`src/rtl/lsu_mem_if.sv`:
```
// Load/store memory-interface stage: aligns one access at a time onto a word-wide data bus,
// waits for the memory ack (bounded by a timeout) and returns the read data moved to lane 0.
module lsu_mem_if #(
   parameter int ADDR_W  = 32,
   parameter int TIMEOUT = 16
) (
   input  logic              clk,
   input  logic              rst,
   input  logic              req_valid,
   output logic              req_ready,
   input  logic              req_store,
   input  logic [2:0]        req_ctrl,
   input  logic [ADDR_W-1:0] req_addr,
   input  logic [31:0]       req_wdata,
   output logic              mem_req,
   output logic              mem_we,
   output logic [ADDR_W-1:0] mem_addr,
   output logic [3:0]        mem_be,
   output logic [31:0]       mem_wdata,
   input  logic              mem_ack,
   input  logic [31:0]       mem_rdata,
   output logic              rsp_valid,
   output logic [31:0]       rsp_rdata,
   output logic [2:0]        rsp_ctrl,
   output logic              rsp_err,
   output logic              rsp_misal
);

   // Handshake: an access is taken on the rising edge where req_valid && req_ready are both high;
   // req_ready is high only in IDLE outside reset, and rsp_valid is a single-cycle pulse (no back-pressure).

   typedef enum logic [1:0] {
      IDLE = 2'd0,
      BUSY = 2'd1,
      RESP = 2'd2
   } state_t;

   typedef enum logic [1:0] {
      SZ_BYTE = 2'd0,
      SZ_HALF = 2'd1,
      SZ_WORD = 2'd2
   } size_t;

   localparam int CNT_W = (TIMEOUT > 1) ? $clog2(TIMEOUT) : 1;
   localparam logic [CNT_W-1:0] CNT_LAST = (TIMEOUT > 0) ? CNT_W'(TIMEOUT - 1) : '0;

   state_t            state;
   state_t            state_nxt;

   logic              lat_store;
   logic [2:0]        lat_ctrl;
   logic [ADDR_W-1:0] lat_addr;
   logic [31:0]       lat_wdata;
   logic [CNT_W-1:0]  cnt;

   logic [31:0]       rdata_q;
   logic [2:0]        ctrl_q;
   logic              err_q;
   logic              misal_q;

   logic              accept;
   size_t             req_size;
   size_t             lat_size;
   logic              req_misal;
   logic [1:0]        lane;
   logic [3:0]        be_calc;
   logic [31:0]       wdata_calc;
   logic [31:0]       rd_shift;
   logic [31:0]       rd_lane0;
   logic              timeout_hit;

   logic              load_en;
   logic              cnt_clr;
   logic              cnt_inc;
   logic              resp_load;
   logic [31:0]       resp_rdata_nxt;
   logic [2:0]        resp_ctrl_nxt;
   logic              resp_err_nxt;
   logic              resp_misal_nxt;

   // Codes 101-111 are undefined and behave as a full word.
   function automatic size_t size_of(input logic [2:0] ctrl);
      case (ctrl)
         3'b000, 3'b011: size_of = SZ_BYTE;
         3'b001, 3'b100: size_of = SZ_HALF;
         default:        size_of = SZ_WORD;
      endcase
   endfunction

   assign accept    = req_valid && req_ready;
   assign req_size  = size_of(req_ctrl);
   assign lat_size  = size_of(lat_ctrl);
   assign req_misal = ((req_size == SZ_HALF) && req_addr[0]) ||
                      ((req_size == SZ_WORD) && (req_addr[1:0] != 2'b00));

   assign lane = lat_addr[1:0];

   always_comb begin
      be_calc    = 4'b1111;
      wdata_calc = lat_wdata;
      case (lat_size)
         SZ_BYTE: begin
            be_calc    = 4'b0001 << lane;
            wdata_calc = {4{lat_wdata[7:0]}};
         end
         SZ_HALF: begin
            be_calc    = 4'b0011 << lane;
            wdata_calc = {2{lat_wdata[15:0]}};
         end
         default: begin
            be_calc    = 4'b1111;
            wdata_calc = lat_wdata;
         end
      endcase
   end

   // Read word moved down so the addressed byte sits in lane 0; bits above the access size are cleared.
   assign rd_shift = mem_rdata >> {lane, 3'b000};

   always_comb begin
      rd_lane0 = rd_shift;
      case (lat_size)
         SZ_BYTE: rd_lane0 = {24'd0, rd_shift[7:0]};
         SZ_HALF: rd_lane0 = {16'd0, rd_shift[15:0]};
         default: rd_lane0 = rd_shift;
      endcase
   end

   assign timeout_hit = (TIMEOUT != 0) && (cnt == CNT_LAST);

   always_ff @(posedge clk) begin
      if (rst) begin
         state <= IDLE;
      end else begin
         state <= state_nxt;
      end
   end

   always_comb begin
      state_nxt      = state;
      load_en        = 1'b0;
      cnt_clr        = 1'b0;
      cnt_inc        = 1'b0;
      resp_load      = 1'b0;
      resp_rdata_nxt = 32'd0;
      resp_ctrl_nxt  = lat_ctrl;
      resp_err_nxt   = 1'b0;
      resp_misal_nxt = 1'b0;
      case (state)
         IDLE: begin
            resp_ctrl_nxt = req_ctrl;
            if (accept) begin
               load_en = 1'b1;
               if (req_misal) begin
                  state_nxt      = RESP;
                  resp_load      = 1'b1;
                  resp_err_nxt   = 1'b1;
                  resp_misal_nxt = 1'b1;
               end else begin
                  state_nxt = BUSY;
                  cnt_clr   = 1'b1;
               end
            end
         end
         BUSY: begin
            // An ack in the last allowed cycle still completes the access normally.
            if (mem_ack) begin
               state_nxt      = RESP;
               resp_load      = 1'b1;
               resp_rdata_nxt = lat_store ? 32'd0 : rd_lane0;
            end else if (timeout_hit) begin
               state_nxt    = RESP;
               resp_load    = 1'b1;
               resp_err_nxt = 1'b1;
            end else begin
               cnt_inc = 1'b1;
            end
         end
         RESP: begin
            state_nxt = IDLE;
         end
         default: begin
            state_nxt = IDLE;
         end
      endcase
   end

   always_ff @(posedge clk) begin
      if (rst) begin
         lat_store <= 1'b0;
         lat_ctrl  <= 3'd0;
         lat_addr  <= '0;
         lat_wdata <= 32'd0;
         cnt       <= '0;
         rdata_q   <= 32'd0;
         ctrl_q    <= 3'd0;
         err_q     <= 1'b0;
         misal_q   <= 1'b0;
      end else begin
         if (load_en) begin
            lat_store <= req_store;
            lat_ctrl  <= req_ctrl;
            lat_addr  <= req_addr;
            lat_wdata <= req_wdata;
         end
         if (cnt_clr) begin
            cnt <= '0;
         end else if (cnt_inc) begin
            cnt <= cnt + 1'b1;
         end
         if (resp_load) begin
            rdata_q <= resp_rdata_nxt;
            ctrl_q  <= resp_ctrl_nxt;
            err_q   <= resp_err_nxt;
            misal_q <= resp_misal_nxt;
         end
      end
   end

   assign req_ready = (state == IDLE) && !rst;

   assign mem_req   = (state == BUSY);
   assign mem_we    = mem_req && lat_store;
   assign mem_addr  = mem_req ? {lat_addr[ADDR_W-1:2], 2'b00} : '0;
   assign mem_be    = mem_req ? be_calc : 4'd0;
   assign mem_wdata = mem_req ? wdata_calc : 32'd0;

   assign rsp_valid = (state == RESP);
   assign rsp_rdata = rdata_q;
   assign rsp_ctrl  = ctrl_q;
   assign rsp_err   = rsp_valid && err_q;
   assign rsp_misal = rsp_valid && misal_q;

endmodule
```
`config.mk`:
```
export PLATFORM = sky130hd
export DESIGN_NAME = lsu_mem_if
export DESIGN_NICKNAME = d
export VERILOG_FILES = /design/src/rtl/lsu_mem_if.sv
export SDC_FILE = /design/constraint.sdc
export NUM_CORES = 1
export LEC_CHECK = 0
export CAP_MARGIN = 20
export CORE_AREA = 5 5 111 113
export CTS_CLUSTER_DIAMETER = 100
export DETAILED_ROUTE_END_ITERATION = 10
export DIE_AREA = 0 0 116 118
export GPL_TIMING_DRIVEN = 0
export PLACE_DENSITY = 0.9
export SLEW_MARGIN = 0
export SYNTH_ARGS = -nofsm -noshare
export SYNTH_HDL_FRONTEND = slang
export SYNTH_SLANG_ARGS = --single-unit
```
`constraint.sdc`:
```
create_clock -name clk -period 5.3 [get_ports clk]
set_input_delay 0.795 -clock clk [delete_from_list [all_inputs] [get_ports clk]]
set_output_delay 0.795 -clock clk [all_outputs]
set_load 0.005 [all_outputs]
```
; ---- After elaboration in Yosys (flattened, before gate mapping)
; Cells that the tools add are included.
[totals]
ramBits = 0
memories = 0
word_cells = 81
out_inout_bits = 109
latch_bits = 0
regBits = 111
romBits = 0
in_bits = 104
[classes]
n_mul = 0
bitwise = 0
shifts = 3
mux = 33
eq_ne = 14
addsub = 1
n_lt_le_gt_ge = 0
div = 0
reduce_logical = 20
[ops]
columns = cell, n
row1 = 2-to-1 mux 32 bit, 5
row2 = case mux 32 bit (2 select lines), 2
row3 = >> shifter 32 x 5 -> 32 bit, 1
row4 = 2-to-1 mux 1 bit, 14
row5 = case mux 2 bit (2 select lines), 3
row6 = OR reduction 2 bit, 5
row7 = 2-to-1 mux 2 bit, 4
row8 = case mux 4 bit (2 select lines), 1
row9 = logical AND 1 bit, 7
row10 = == test 2 x 1 -> 1 bit (second input constant), 3
row11 = == test 3 x 1 -> 1 bit (second input constant), 2
row12 = == test 3 x 2 -> 1 bit (second input constant), 2
row13 = == test 3 bit (second input constant), 2
row14 = zero test 3 bit, 2
row15 = adder 4 x 1 -> 4 bit (second input constant), 1
row16 = == test 2 bit (second input constant), 2
row17 = == test 4 bit (second input constant), 1
row18 = zero test 2 bit, 2
row19 = 2-to-1 mux 4 bit, 1
row20 = case mux 1 bit (2 select lines), 2
row21 = << shifter 1 x 2 -> 4 bit (first input constant), 1
row22 = << shifter 2 x 2 -> 4 bit (first input constant), 1
row23 = 2-to-1 mux 3 bit, 1
row24 = != test 3 x 1 -> 1 bit (second input constant), 1
row25 = 5 further kinds, 5

; ---- Longest topological paths before layout
; Gate-level depths: netlist of run 1.
[depth]
ltp_word = 10
depth_mapped = 7

; ---- Worst setup path before layout of run 1
; OpenSTA, ideal clock, no wires.
[synth_path]
path_kind = register to output
startpoint = reg lat_ctrl[0]
endpoint = out mem_wdata[10]
t_arrival_ns = 1.451
setup_slack_ns = 3.054
path_stages_with_launch = 7
path_buffers = 2
required_ns = 4.505
cell_sequence = dfxtp_1 > mux2i_1 > buf_2 > a21boi_1 > buf_4 > mux2i_1 > nor2_1
[synth_via]
elab_chain_cells = 6
word_cells_on_any_way = 11
classes_between = 4 x eq/ne / 3 x mux / 4 x reduce/logical
[synth_rtl]
columns = item, line
row1 = "start, declared", 51  ; logic [2:0] lat_ctrl;
row2 = "start signal, assigned", 202  ; lat_ctrl <= req_ctrl;
row3 = "== test 3 x 1 -> 1 bit, or another cell as far along", 83  ; case (ctrl)
row4 = OR reduction 2 bit, 83
row5 = case mux 2 bit (2 select lines) (*), 83
row6 = == test 2 x 1 -> 1 bit or zero test 2 bit (tied branches), 101  ; case (lat_size)
row7 = case mux 32 bit (2 select lines) (*), 101
row8 = 2-to-1 mux 32 bit (*), 226  ; assign mem_wdata = mem_req ? wdata_calc : 32'd0;
row9 = "end, declared", 19  ; output logic [31:0] mem_wdata,
; Mark *: on every way between the ends. The rest lies on a longest branch, timed or not.

; ---- Worst setup path in the final report of run 1
[layout_path]
startpoint = reg lat_ctrl[0]
endpoint = out mem_wdata[31]
; Same word-level chain as after synthesis.

==> results of run 1 <==
[through the flow]
stage,cells,hold WS (ns)
detailed placement,979,0.442
global route,995,0.468
finish,995,0.449
floorplan,626,0.432
CTS,995,0.452
global placement,978,0.437
[synth_stat cells (all sizes together) (2+ instances only)]
library cell / instances
dfxtp: 111
clkbuf: 32
a22o: 16
a211o: 9
nor2: 34
a32o: 8
buf: 18
mux2i: 43
xnor2: 2
a221oi: 5
and2: 41
inv: 6
nor3: 4
o21ai: 13
nand2b: 3
nor2b: 11
nand2: 157
a21oi: 77
nor4: 3
o2bb2ai: 8
a211oi: 7
[routing by layer]
| layer | track usage [%] | routed length (um) | up-vias |
|---|---|---|---|
| met2 | 43.3 | 8860 | 261 |
| met3 | 6.79 | 1640 | 35 |
| li1 | - | - | 2566 |
| met5 | 0 | 0 | - |
| met1 | 30.3 | 7090 | 2540 |
| met4 | 9.93 | 516 | 0 |
[cells by family (layout without fill, tap and decap cells)]
| logic type | count (synthesis) | count (layout) | synth area share [%] |
|---|---|---|---|
| AO/OA/AOI/OAI | 151 | 151 | 20.2 |
| XOR/XNOR | 3 | 3 | 0.511 |
| adder cells (fa/ha/maj) | 1 | 1 | 0.243 |
| buffers and inverters | 56 | 282 | 4.84 |
| flip-flops | 111 | 111 | 43.2 |
| multiplexers | 43 | 43 | 8.37 |
| other | 1 | 2 | 0.0730 |
| AND/OR/NAND/NOR | 259 | 259 | 22.6 |
[flip-flops by register name, summed over array words and instances (netlist names), 2 cells and up]
signal / flops
cnt: 4
lat_wdata: 32
rsp_rdata: 32
lat_addr: 32
state: 2
rsp_ctrl: 3
lat_ctrl: 3
[how the worst max path moves through the flow]
| stage | endpoint | slack [ns] | depth (start not counted) |
|---|---|---|---|
| detailed placement | mem_wdata[31] | 2.14 | 6 |
| finish | mem_wdata[31] | 1.66 | 6 |
| floorplan | mem_wdata[10] | 3.05 | 6 |
| global route | mem_wdata[14] | 1.57 | 7 |
| global placement | mem_wdata[31] | 2.13 | 6 |
| CTS | mem_wdata[31] | 1.72 | 6 |
[area by class of cell]
cell class	count	share of cell area, %
buffer	50	2.94
clock buffer	10	2.97
clock inverter	6	0.666
inverter	6	0.292
multi-input combinational	459	34.7
sequential	111	28.9
tap	143	2.32
timing repair buffer	210	27.2
[worst max-delay path, cell delays in order (launching register included)]
cell             delay, ns
dfxtp_1               0.42
mux2i_1               0.31
buf_2                 0.34
buf_2                 0.31
nor2_1                0.06
a211oi_1              0.45
clkdlybuf4s50_1       0.60
[power by group through the flow]
| stage | clock [mW] | sequential, mW | combinational (mW) |
|---|---|---|---|
| 6_report | 0.651 | 0.887 | 0.304 |
| 5_1_grt | 0.688 | 0.890 | 0.327 |
| 2_1_floorplan | 0 | 0.900 | 0.150 |
| 4_1_cts | 0.658 | 0.886 | 0.301 |
| 3_3_place_gp | 0 | 0.904 | 0.294 |
| 3_5_place_dp | 0 | 0.906 | 0.298 |
==> flow_summary_export.csv, run 1 <==
group,metric,value,unit
outcome,status,"completed",
clocking,cts_tree,"yes",
final_layout,area_delta_synth_final,49.8,%
power_and_ir_drop,p_comb_share,16.5,%
placement,place_congestion,0.912,
detailed_routing,wl_per_cell,18.2,um
power_and_ir_drop,power_frac_seq,48.1,%
placement,dpl_cell_area,7420,um2
critical_path,rrSetupSlack,3.23,ns
die,die-area,13700,um2
power_and_ir_drop,sw_frac_of_total,27.1,%
critical_path,cp.arrival,2.85,ns
hold_path,min_path_type,"flip-flop to flip-flop",
power_and_ir_drop,powerDensity,239,nW/um2
global_routing,grt_usage,25.5,%
detailed_routing,drtPass1Iterations,5,
synthesis,yosysSeqAreaShare,43.2,%
final_layout,fillers,919,
final_layout,layout_common_cells,"209 x clkdlybuf4s50_1, 156 x nand2_1, 111 x dfxtp_1",
critical_path,worstReg2RegStart,"cnt[0]$_SDFFE_PP0P_",
timing,fmax,0.275,GHz
critical_path,r2r_cells,6,
final_layout,multiInputGateArea,2670,um2
critical_path,crit_fanout,10,
hold_path,min_to,"lat_addr[25]$_SDFFE_PP0P_",
synthesis,netlist_instances,625,
placement,dpl.hpwl,13.6,mm
critical_path,startpoint,"lat_ctrl[0]$_SDFFE_PP0P_",
global_routing,grt_max_degree,20,
synthesis,async_flop_share,0,%
timing,drv_slew,0,
timing,worst_slew_pin_slew,0.759,ns
final_layout,finalNetCount,952,
global_routing,antenna_found_initial,0,
power_and_ir_drop,p_switching,0.499,mW
die,fp.dieH,118,um
critical_path,cp-end-kind,"primary output",
clocking,post_cts_buffers,0,
detailed_routing,vias,5402,
clocking,numCtsBuffers,9,
detailed_routing,drc,0,
timing,worst_slack,1.66,ns
clocking,clock_sinks,111,
critical_path,regToRegEndpoint,"rsp_rdata[4]$_SDFFE_PP0P_",
synthesis,synth-edff-count,0,
critical_path,cp-start-kind,"flip-flop",
clocking,cts_buffer_depth,2,
timing,slew_headroom,49.1,%
synthesis,synth_seq_cells,111,
die,start_util,45.8,%
synthesis,synth_largest_area_cell,"dfxtp_1",
critical_path,required,4.51,ns
die,fp.coreArea,11200,um2
hold_path,min_delay_path_depth,2,
hold_path,hp-start,"lat_addr[25]$_SDFFE_PP0P_",
clocking,clkLatencyLatePin,0.35,ns
detailed_routing,totalWireLength,18.1,mm
placement,preCtsSetupSlack,2.14,ns
power_and_ir_drop,total_leakage_power,2.84,nW
synthesis,ys_top_cells_by_area,"dfxtp_1 43%, nand2_1 11%, mux2i_1 8.4%",
power_and_ir_drop,p_clk_share,35.4,%
global_routing,grt_pass1_wl,27.7,mm
power_and_ir_drop,vdd_ir_drop_max,0.000224,V
clocking,clkTransAtPathRegs,0.08,ns
timing,setup_viol,0,
clocking,htree_levels,3,
final_layout,final_area,7700,um2
synthesis,synth-main-ff-cell,"dfxtp_1",
detailed_routing,antenna_left,0,
die,io_pins,213,
clocking,cts_resized,0,
global_routing,first_global_vias,5308,
final_layout,final_common_cell,"clkdlybuf4s50_1",
die,num_rows,39,
synthesis,synth.cell_area,5140,um2
synthesis,yosysTopAreaCellShare,43.2,%
power_and_ir_drop,p_int,1.34,mW
clocking,clockRootBuffer,"clkbuf_16",
global_routing,grt_overflow,0,
detailed_routing,drt_iter0_drc,569,
placement,io_buffers,209,
detailed_routing,vias_per_cell,5.43,
power_and_ir_drop,total_power,1.84,mW
synthesis,synth_area_per_cell,8.22,um2
clocking,cts_hold_repair.buffers,0,
timing,hold_violations,0,
job,drv_cap,0,
timing,post-route-period-util,68.7,%
final_layout,regArea,2220,um2
final_layout,final_util,68.6,%
timing,rsz0062_at_grt,"no",
final_layout,diodes,0,
synthesis,yosysUniqueCellTypes,46,
timing,setup_tns,0,ns
critical_path,crit_type,"flip-flop to primary output",
timing,final.setup_skew,0.00761,ns
synthesis,yosysWarnings,0,
timing,fin_crit,3.64,ns
final_layout,drive_gt1_share,5.87,%
die,die_w,116,um
Note: power is estimated with default switching activity, not from simulation.
==> inputs of run 2 (changes only) <==
CORE_AREA = 5 5 116 118   (was 5 5 111 113)
DIE_AREA = 0 0 121 123   (was 0 0 116 118)
PLACE_DENSITY = 0.84   (was 0.9)
clock period = 3.48 ns   (was 5.3 ns; I/O delays follow)
==> run 2 against run 1 <==
Net effect:
- hold slack barely moved
- sequential power rose by 52%
- largest cell class unchanged
- largest power group unchanged
- final area increased by 0.72%
- global-route usage is 2.3 points lower
- die area rose by 8.7%
- setup slack worse by 1.5 ns
- register-to-register slack worse by 1.8 ns
- power grew 55%
- highest routed layer unchanged
- critical endpoint is now mem_wdata[14]
- routed wire length shrank 3.5%
==> flow_summary_export.csv, run 2 (synthesis gave the netlist of run 1 again) <==
group,metric,value,unit
hold_path,hp-start,"lat_addr[24]$_SDFFE_PP0P_",
die,num_rows,41,
die,fp.coreArea,12400,um2
final_layout,area_delta_synth_final,50.9,%
placement,io_buffers,209,
placement,place_congestion,0.896,
clocking,clkLatencyLatePin,0.36,ns
outcome,status,"completed",
timing,worst_slew_pin_slew,0.880,ns
clocking,clkTransAtPathRegs,0.07,ns
placement,dpl.hpwl,13.0,mm
critical_path,rrSetupSlack,1.41,ns
clocking,numCtsBuffers,9,
critical_path,r2r_cells,6,
clocking,htree_levels,3,
die,fp.dieH,123,um
timing,hold_violations,0,
detailed_routing,totalWireLength,17.5,mm
power_and_ir_drop,total_leakage_power,2.83,nW
clocking,cts_resized,0,
global_routing,grt_overflow,0,
timing,setup_viol,0,
clocking,clock_sinks,111,
die,io_pins,213,
global_routing,first_global_vias,4981,
detailed_routing,met2_length,8.14,mm
final_layout,final_area,7750,um2
timing,setup_tns,0,ns
clocking,clockRootBuffer,"clkbuf_16",
global_routing,antenna_found_initial,0,
detailed_routing,highest_layer,"met4",
final_layout,layout_common_cells,"209 x clkdlybuf4s50_1, 156 x nand2_1, 111 x dfxtp_1",
clocking,post_cts_buffers,0,
timing,drv_slew,0,
timing,whs,0.449,ns
die,die_w,121,um
critical_path,cp.arrival,2.80,ns
timing,slew_headroom,40.9,%
critical_path,cp-end-kind,"primary output",
final_layout,final_common_cell,"clkdlybuf4s50_1",
critical_path,cp-start-kind,"flip-flop",
global_routing,grt_pass1_wl,26.8,mm
detailed_routing,antenna_left,0,
final_layout,final_util,62.7,%
die,start_util,41.6,%
detailed_routing,wl_met1,7.32,mm
critical_path,worstReg2RegStart,"cnt[0]$_SDFFE_PP0P_",
timing,final.setup_skew,0.00943,ns
critical_path,crit_type,"flip-flop to primary output",
clocking,cts_buffer_depth,2,
final_layout,diodes,0,
hold_path,min_to,"lat_addr[24]$_SDFFE_PP0P_",
detailed_routing,drt_iter0_drc,401,
placement,preCtsSetupSlack,0.582,ns
timing,post-route-period-util,95.4,%
power_and_ir_drop,powerDensity,369,nW/um2
global_routing,grt_max_degree,19,
detailed_routing,vias,5170,
detailed_routing,wl_per_cell,17.1,um
final_layout,finalNetCount,951,
critical_path,crit_fanout,10,
final_layout,drive_gt1_share,5.88,%
hold_path,min_delay_path_depth,2,
detailed_routing,vias_per_cell,5.05,
detailed_routing,route.met3.wl,1.52,mm
final_layout,fillers,1060,
clocking,cts_hold_repair.buffers,0,
detailed_routing,drc,0,
timing,rsz0062_at_grt,"no",
timing,fmax,0.301,GHz
job,drv_cap,0,
die,die-area,14900,um2
power_and_ir_drop,vdd_ir_drop_max,0.000251,V
critical_path,regToRegEndpoint,"rsp_rdata[15]$_SDFFE_PP0P_",
clocking,cts_tree,"yes",
timing,fin_crit,3.32,ns
timing,worst_slack,0.161,ns
detailed_routing,drtPass1Iterations,5,
global_routing,grt_usage,23.2,%
critical_path,required,2.96,ns
hold_path,min_path_type,"flip-flop to flip-flop",
placement,dpl_cell_area,7460,um2
==> run 2: cell count changes in the layout (fill, tap and decap cells not counted) <==
cell	previous run	this run
nor4_2	0	1
inv_6	2	1
clkinvlp_4	0	1
inv_8	1	0
nor4_1	3	2
bufinv_16	0	1
buf_2	11	10
==> run 2: metal layers <==
metal	GRT usage (%)	vias up
li1	-	2575
met1	28.8	2382
met2	38.0	184
met3	6.72	29
met4	9.49	0
met5	0	-
==> run 2: layout make-up <==
class	count	area (um2)	area share, %
multi-input combinational	459	2680	34.5
sequential	111	2220	28.7
timing repair buffer	209	2090	27.0
clock buffer	10	229	2.95
buffer	50	226	2.92
tap	172	215	2.78
clock inverter	6	68.8	0.887
inverter	6	22.5	0.290
==> run 2: report_power, final <==
group | total, mW | leakage (nW) | internal, mW | switching [mW]
sequential | 1.35 | 0.902 | 1.32 | 0.0307
combinational | 0.459 | 1.79 | 0.228 | 0.231
clock | 1.06 | 0.143 | 0.563 | 0.493
==> run 2: worst max-delay path, stage by stage, from the launching register on <==
cell	delay, ns
dfxtp_1	0.40
mux2i_1	0.30
buf_2	0.35
a21boi_1	0.31
buf_4	0.27
mux2i_1	0.09
nor2_1	0.18
clkdlybuf4s50_1	0.54
==> run 2: through the flow <==
stage / std cells / total power, mW
detailed placement: 1007 / 1.83
floorplan: 626 / 1.60
finish: 1023 / 2.86
CTS: 1023 / 2.88
global placement: 1007 / 1.83
global route: 1023 / 2.98
==> run 2: worst max-delay path by stage <==
stage                                         from            end  depth (start not counted)
after detailed placement  lat_ctrl[0]$_SDFFE_PP0P_  mem_wdata[14]                          7
after global placement    lat_ctrl[0]$_SDFFE_PP0P_  mem_wdata[14]                          7
after CTS                 lat_ctrl[0]$_SDFFE_PP0P_  mem_wdata[14]                          7
after global routing      lat_ctrl[0]$_SDFFE_PP0P_  mem_wdata[14]                          7
after floorplan           lat_ctrl[0]$_SDFFE_PP0P_  mem_wdata[10]                          6
final                     lat_ctrl[0]$_SDFFE_PP0P_  mem_wdata[14]                          7
==> inputs of run 3 (changes only) <==
CORE_AREA = 5 5 111 113   (was 5 5 116 118)
DIE_AREA = 0 0 116 118   (was 0 0 121 123)
PLACE_DENSITY = 0.9   (was 0.84)
clock period = 4 ns   (was 3.48 ns; I/O delays follow)
==> results of run 3 <==
Same layout as run 1 (identical final DEF). Status: completed.
Among the figures that moved: setup slack after placement 2.14 ns -> 1.03 ns; setup slack after layout 1.66 ns -> 0.552 ns; register-to-register setup slack 3.23 ns -> 1.93 ns; total power 1.84 mW -> 2.44 mW; worst IR drop on VDD 0.000224 V -> 0.000297 V
